## src/rtl/spi_rx_if.sv

```systemverilog
// Link bundle between the lidar TX serialiser and the spi_rx receiver.
// The master drives sync/din; the slave (receiver) returns the assembled word and status.
interface spi_rx_if #(
  parameter int unsigned WIDTH = 24
) ();
  logic             sync;
  logic             din;
  logic [WIDTH-1:0] data_out;
  logic             word_valid;
  logic             frame_err;
  logic [7:0]       frame_count;
  logic             busy;

  modport master (
    output sync,
    output din,
    input  data_out,
    input  word_valid,
    input  frame_err,
    input  frame_count,
    input  busy
  );

  modport slave (
    input  sync,
    input  din,
    output data_out,
    output word_valid,
    output frame_err,
    output frame_count,
    output busy
  );
endinterface

```

## src/rtl/spi_rx.sv

```systemverilog
// Frame-synchronised serial-to-parallel receiver: MSB-first bits on rising sclk while sync is low,
// one-cycle word_valid per complete word, one-cycle frame_err for short or over-length frames.
module spi_rx #(
  parameter int unsigned WIDTH = 24,
  parameter int unsigned CNT_W = 5
) (
  input logic   sclk,
  input logic   spi_rst,
  spi_rx_if.slave link
);

  localparam logic [CNT_W-1:0] LastBit = CNT_W'(WIDTH - 1);
  localparam logic [CNT_W-1:0] Full    = CNT_W'(WIDTH);

  typedef enum logic [1:0] {StIdle, StShift, StOver} state_e;

  state_e           state_q, state_d;
  logic [CNT_W-1:0] cnt_q, cnt_d;
  // Only WIDTH-1 bits need holding; the WIDTH-th bit goes straight into data_out.
  logic [WIDTH-2:0] shift_q, shift_d;
  logic             overrun_q, overrun_d;
  logic [WIDTH-1:0] data_q, data_d;
  logic             valid_q, valid_d;
  logic             err_q, err_d;
  logic [7:0]       fcount_q, fcount_d;
  logic             busy_q, busy_d;
  logic [WIDTH-1:0] shift_full;

  assign shift_full = {shift_q, link.din};

  always_comb begin
    state_d   = state_q;
    cnt_d     = cnt_q;
    shift_d   = shift_q;
    overrun_d = overrun_q;
    data_d    = data_q;
    valid_d   = 1'b0;
    err_d     = 1'b0;
    fcount_d  = fcount_q;
    busy_d    = busy_q;

    if (!link.sync) begin
      busy_d = 1'b1;
      unique case (state_q)
        StIdle, StShift: begin
          shift_d = shift_full[WIDTH-2:0];
          cnt_d   = cnt_q + 1'b1;
          if (cnt_q == LastBit) begin
            data_d   = shift_full;
            valid_d  = 1'b1;
            fcount_d = fcount_q + 8'd1;
            state_d  = StOver;
          end else begin
            state_d = StShift;
          end
        end
        StOver: begin
          overrun_d = 1'b1;
          cnt_d     = Full;
        end
        default: state_d = StIdle;
      endcase
    end else begin
      // Frame end: short frames and overruns both flag an error; the delivered word stands.
      if ((cnt_q != '0 && cnt_q < Full) || overrun_q) begin
        err_d = 1'b1;
      end
      cnt_d     = '0;
      overrun_d = 1'b0;
      busy_d    = 1'b0;
      shift_d   = '0;
      state_d   = StIdle;
    end
  end

  always_ff @(posedge sclk or negedge spi_rst) begin
    if (!spi_rst) begin
      state_q   <= StIdle;
      cnt_q     <= '0;
      shift_q   <= '0;
      overrun_q <= 1'b0;
      data_q    <= '0;
      valid_q   <= 1'b0;
      err_q     <= 1'b0;
      fcount_q  <= 8'd0;
      busy_q    <= 1'b0;
    end else begin
      state_q   <= state_d;
      cnt_q     <= cnt_d;
      shift_q   <= shift_d;
      overrun_q <= overrun_d;
      data_q    <= data_d;
      valid_q   <= valid_d;
      err_q     <= err_d;
      fcount_q  <= fcount_d;
      busy_q    <= busy_d;
    end
  end

  assign link.data_out    = data_q;
  assign link.word_valid  = valid_q;
  assign link.frame_err   = err_q;
  assign link.frame_count = fcount_q;
  assign link.busy        = busy_q;

endmodule

```

## src/flat_wrapper.sv

```systemverilog
// flat-port wrapper written by rule: the top's interface ports become plain ports
module spi_rx_flat 
#(
  parameter int unsigned WIDTH = 24,
  parameter int unsigned CNT_W = 5
)
  (sclk, spi_rst, link_sync, link_din, link_data_out, link_word_valid, link_frame_err, link_frame_count, link_busy);
  spi_rx_if #(.WIDTH(WIDTH)) link_i ();
  input logic sclk;
  input logic spi_rst;
  input wire logic [$bits(link_i.sync)-1:0] link_sync;
  input wire logic [$bits(link_i.din)-1:0] link_din;
  output wire logic [$bits(link_i.data_out)-1:0] link_data_out;
  output wire logic [$bits(link_i.word_valid)-1:0] link_word_valid;
  output wire logic [$bits(link_i.frame_err)-1:0] link_frame_err;
  output wire logic [$bits(link_i.frame_count)-1:0] link_frame_count;
  output wire logic [$bits(link_i.busy)-1:0] link_busy;
  assign link_i.sync = link_sync;
  assign link_i.din = link_din;
  assign link_data_out = link_i.data_out;
  assign link_word_valid = link_i.word_valid;
  assign link_frame_err = link_i.frame_err;
  assign link_frame_count = link_i.frame_count;
  assign link_busy = link_i.busy;
  spi_rx #(.WIDTH(WIDTH), .CNT_W(CNT_W)) u_core (.sclk(sclk), .spi_rst(spi_rst), .link(link_i));
endmodule
```

## config.mk

```make
export PLATFORM = sky130hd
export DESIGN_NAME = spi_rx_flat
export DESIGN_NICKNAME = d
export VERILOG_FILES = /design/src/rtl/spi_rx_if.sv /design/src/rtl/spi_rx.sv /design/src/flat_wrapper.sv
export SDC_FILE = /design/constraint.sdc
export NUM_CORES = 1
export LEC_CHECK = 0
export BUFFER_PORTS_ARGS = -buffer_cell sky130_fd_sc_hd__buf_2
export CAP_MARGIN = 0
export CORE_MARGIN = 5
export CORE_UTILIZATION = 45
export CTS_CLUSTER_DIAMETER = 40
export DETAILED_ROUTE_END_ITERATION = 6
export PLACE_DENSITY = 0.69
export SYNTH_ARGS = -nofsm -noshare
export SYNTH_HDL_FRONTEND = slang
export SYNTH_SLANG_ARGS = --single-unit
export TNS_END_PERCENT = 10
```

## constraint.sdc

```tcl
create_clock -name sclk -period 2.55 [get_ports sclk]
set_clock_uncertainty 0.2 [all_clocks]
set_input_delay 0.51 -clock sclk [delete_from_list [all_inputs] [get_ports sclk]]
set_output_delay 0.51 -clock sclk [all_outputs]
set_load 0.05 [all_outputs]
```

==> key figures <==
GRT
  • Vias in the first global route: 1618
  • Largest net degree at the start of global routing: 47
  • Global-route wire length before repair: between 8000 and 9000 um
  • Gr usage total: 13.66%
  • Initial antenna violation count: 0
  • Global route overflow: 0

Placed design
  • Dpl hpwl: about 3100 um
  • Port Buffers: 38
  • RePlAce Congestion: between 0.8 and 0.9
  • Place WS: between 0.5 and 0.6 ns

Cells and area
  • Area Overhead vs Synth: 14.12%
  • Share of cells above drive strength 1: 33.47%
  • Ant. Diodes: 0
  • Fill cells: 511
  • NumNets Final: 250

Synthesis
  • Register bit total from synthesis: 66
  • Synth async-reset ratio: between 90% and 100%
  • Cells after synthesis: 200
  • Synthesized area: ~0.0028 mm^2
  • Post-synthesis sequential area ratio: around three fifths
  • Unique cell type count in the Yosys netlist: 32
  • Ys Warns: 0
  • Synthesized area per cell: about 14 um^2
  • Most used DFF post-synth: dfrtp_1
  • Syn Nets: 207
  • Top cells by area, synth: dfrtp_1 59%, mux2_4 9.2%, mux2i_1 8.3%
  • Synth top area share: between 50% and 60%
  • Post-synth top area cell: dfrtp_1
  • Number of enable flip-flop cells after synthesis: 0
  • Top-count cell post-synth: dfrtp_1
  • Top cells by count, synth: 66 x dfrtp_1, 26 x nor2_1, 23 x mux2i_1, 17 x mux2_4, 10 x xnor2_1

Clocking
  • CTS Hold Bufs: 1
  • Clk sinks: 66
  • Clock slew at reported path FFs: about 0.06 ns
  • Clock Root Buffer: clkbuf_8
  • Post-CTS Setup Inserts: 0
  • H-tree levels: 3
  • CTS buffer count: 9
  • Clk_lat worst skew: between 0.3 and 0.4 ns
  • TritonCTS clock tree: yes
  • Post-cts sizing count: 0
  • Worst-case clock buffer depth: 2

Floorplan
  • # IOs: 39
  • Row Count: 28
  • Die height: between 80 and 90 um
  • Starting Density: a little under half
  • Area of the die: 0.007856 mm^2
  • Core area: slightly below 0.006 mm^2
  • Die Width: between 80 and 90 um

Power and ir drop
  • Switching share of total power: about 22%
  • Power Dens Cells: 570.8 mW/mm^2
  • Pint: 1.416 mW
  • Combinational share of power: 4.2%
  • Clock network fraction of design power: approximately 37%
  • Pleak: around 1.6 nW
  • Sw power: around 0.4 mW
  • Peak supply drop: 0.0002655 V
  • Seq pwr share: roughly 59%

Timing
  • RSZ-0062 raised after global routing: no
  • Final WS setup: just over 0.5 ns
  • Final TNS setup: 0 ns
  • Post-route clock period utilization: between 80% and 90%
  • Min cycle time layout: 2.047 ns
  • Max frequency: just under 500 MHz
  • Worst-Margin Slew: 0.4936 ns
  • Hold Violations, Final: 0
  • Fin. max-slew vios: 0
  • Final setup vio count: 0
  • Slew headroom: between 60% and 70%

Detailed routing
  • Metal3 WL: 296 um
  • Iteration-0 DRC Markers: 70
  • Vias/cell: just under 5
  • Wire length per cell: roughly 15 um
  • Drt pass-1 iters: 4
  • Uppermost layer routed: met4
  • Final Routed Wirelength: 4642 um
  • Routed wl met2: ~2000 um
  • Via Count: roughly 1600
  • Residual DRC: 0
  • Final antenna-violating net count: 0
  • Wl on met1: about 2300 um

Critical path
  • Critical path launch point type: flop
  • R2r startpoint: u_core.cnt_q[0]$_DFFE_PN0P_
  • Critical-path maximum fanout: 28
  • Worst endpoint required time: 2.56 ns
  • Crit end category: flop
  • CP startpoint: u_core.cnt_q[0]$_DFFE_PN0P_
  • Crit Path Category: reg2reg
  • Critical path data arrival time: approximately 2 ns

Run status
  • Status: finished, final reports clean

Hold path
  • Hold_sp: link_din
  • Worst Hold Class: in2reg

Run
  • Max-cap violations: 0
==> placed cells by master, fill, tap and decap left out, drive strengths merged, types with 2 or more instances in the layout <==
cell,n
ha,3
nand2b,2
xnor2,10
mux2i,23
nand2,2
mux2,25
buf,41
nor2,27
inv,5
dfrtp,66
and3,3
a21oi,4
nand3,8
o221a,2
clkbuf,12
==> layer usage <==
metal | vias to the layer above | GRT usage (%)
li1 | 768 | -
met1 | 774 | 19.59
met2 | 34 | 18.69
met3 | 4 | 5.959
met4 | 0 | 4.121
met5 | - | 0
==> final timing paths <==
check,endpoint,slack (ns),cells after the start
worst min-delay path,u_core.link.data_out[0]$_DFFE_PN0P_,0.23,2
min in group asynchronous,u_core.cnt_q[4]$_DFFE_PN0P_,0.48,2
max in group asynchronous,u_core.state_q[1]$_DFFE_PN0P_,1.05,3
worst min register to register,u_core.link.frame_count[7]$_DFFE_PN0P_,0.26,1
worst max register to register,u_core.link.data_out[16]$_DFFE_PN0P_,0.50,4
worst max-delay path,u_core.link.data_out[16]$_DFFE_PN0P_,0.50,4
==> flip-flops by register name, summed over array words and instances, names as in the netlist <==
name,cells
u_core.cnt_q,5
u_core.link.busy,1
u_core.link.data_out,24
u_core.link.frame_count,8
u_core.link.frame_err,1
u_core.link.word_valid,1
u_core.overrun_q,1
u_core.shift_q,23
u_core.state_q,2
==> critical path, stage by stage (launching register included) <==
cell and delay (ns):
dfrtp_1 0.41, ha_1 0.23, and4b_1 0.48, nand2_8 0.24, mux2_4 0.36
==> area by class of cell <==
type	instances	area, um^2	area share, %
Clock buffer	12	135.1	4.255
Clock inverter	1	5.005	0.1576
Inverter	5	18.77	0.5910
Multi-Input combinational cell	119	1035	32.58
Sequential cell	66	1653	52.05
Tap cell	75	93.84	2.955
Timing Repair Buffer	42	235.2	7.407
==> logic make-up after synthesis <==
logic type                 count (synthesis)  synth area share [%]
DFF                                       66                 59.35
adders and majority gates                  3                 1.349
xor gates and xnor gates                  10                 3.147
buffers and inverters                     15                 3.462
muxes                                     48                 20.68
and+or+nand+nor                           49                 9.712
AOI/OAI and AO/OA                          9                 2.293
==> stage by stage <==
stage	area, um^2	instances	hold WS, ns	total power [mW]	util (%)
after global routing	3176	320	0.2181	1.902	53.32
after detailed placement	3025	306	0.2652	1.162	50.80
after floorplan	2783	200	0.01441	1.122	-
final	3176	320	0.2324	1.812	53.32
after CTS	3176	320	0.2177	1.836	53.32
after global placement	3025	306	0.2597	1.160	50.80
==> power by group through the flow <==
| stage | clock network, mW | registers (mW) | logic [mW] |
|---|---|---|---|
| 2_1_floorplan | 0 | 1.09 | 0.0292 |
| 3_3_place_gp | 0 | 1.08 | 0.0752 |
| 3_5_place_dp | 0 | 1.09 | 0.0765 |
| 4_1_cts | 0.692 | 1.07 | 0.0778 |
| 5_1_grt | 0.747 | 1.07 | 0.0874 |
| 6_report | 0.671 | 1.07 | 0.0753 |
No activity file was read; power rests on OpenSTA's default activity.
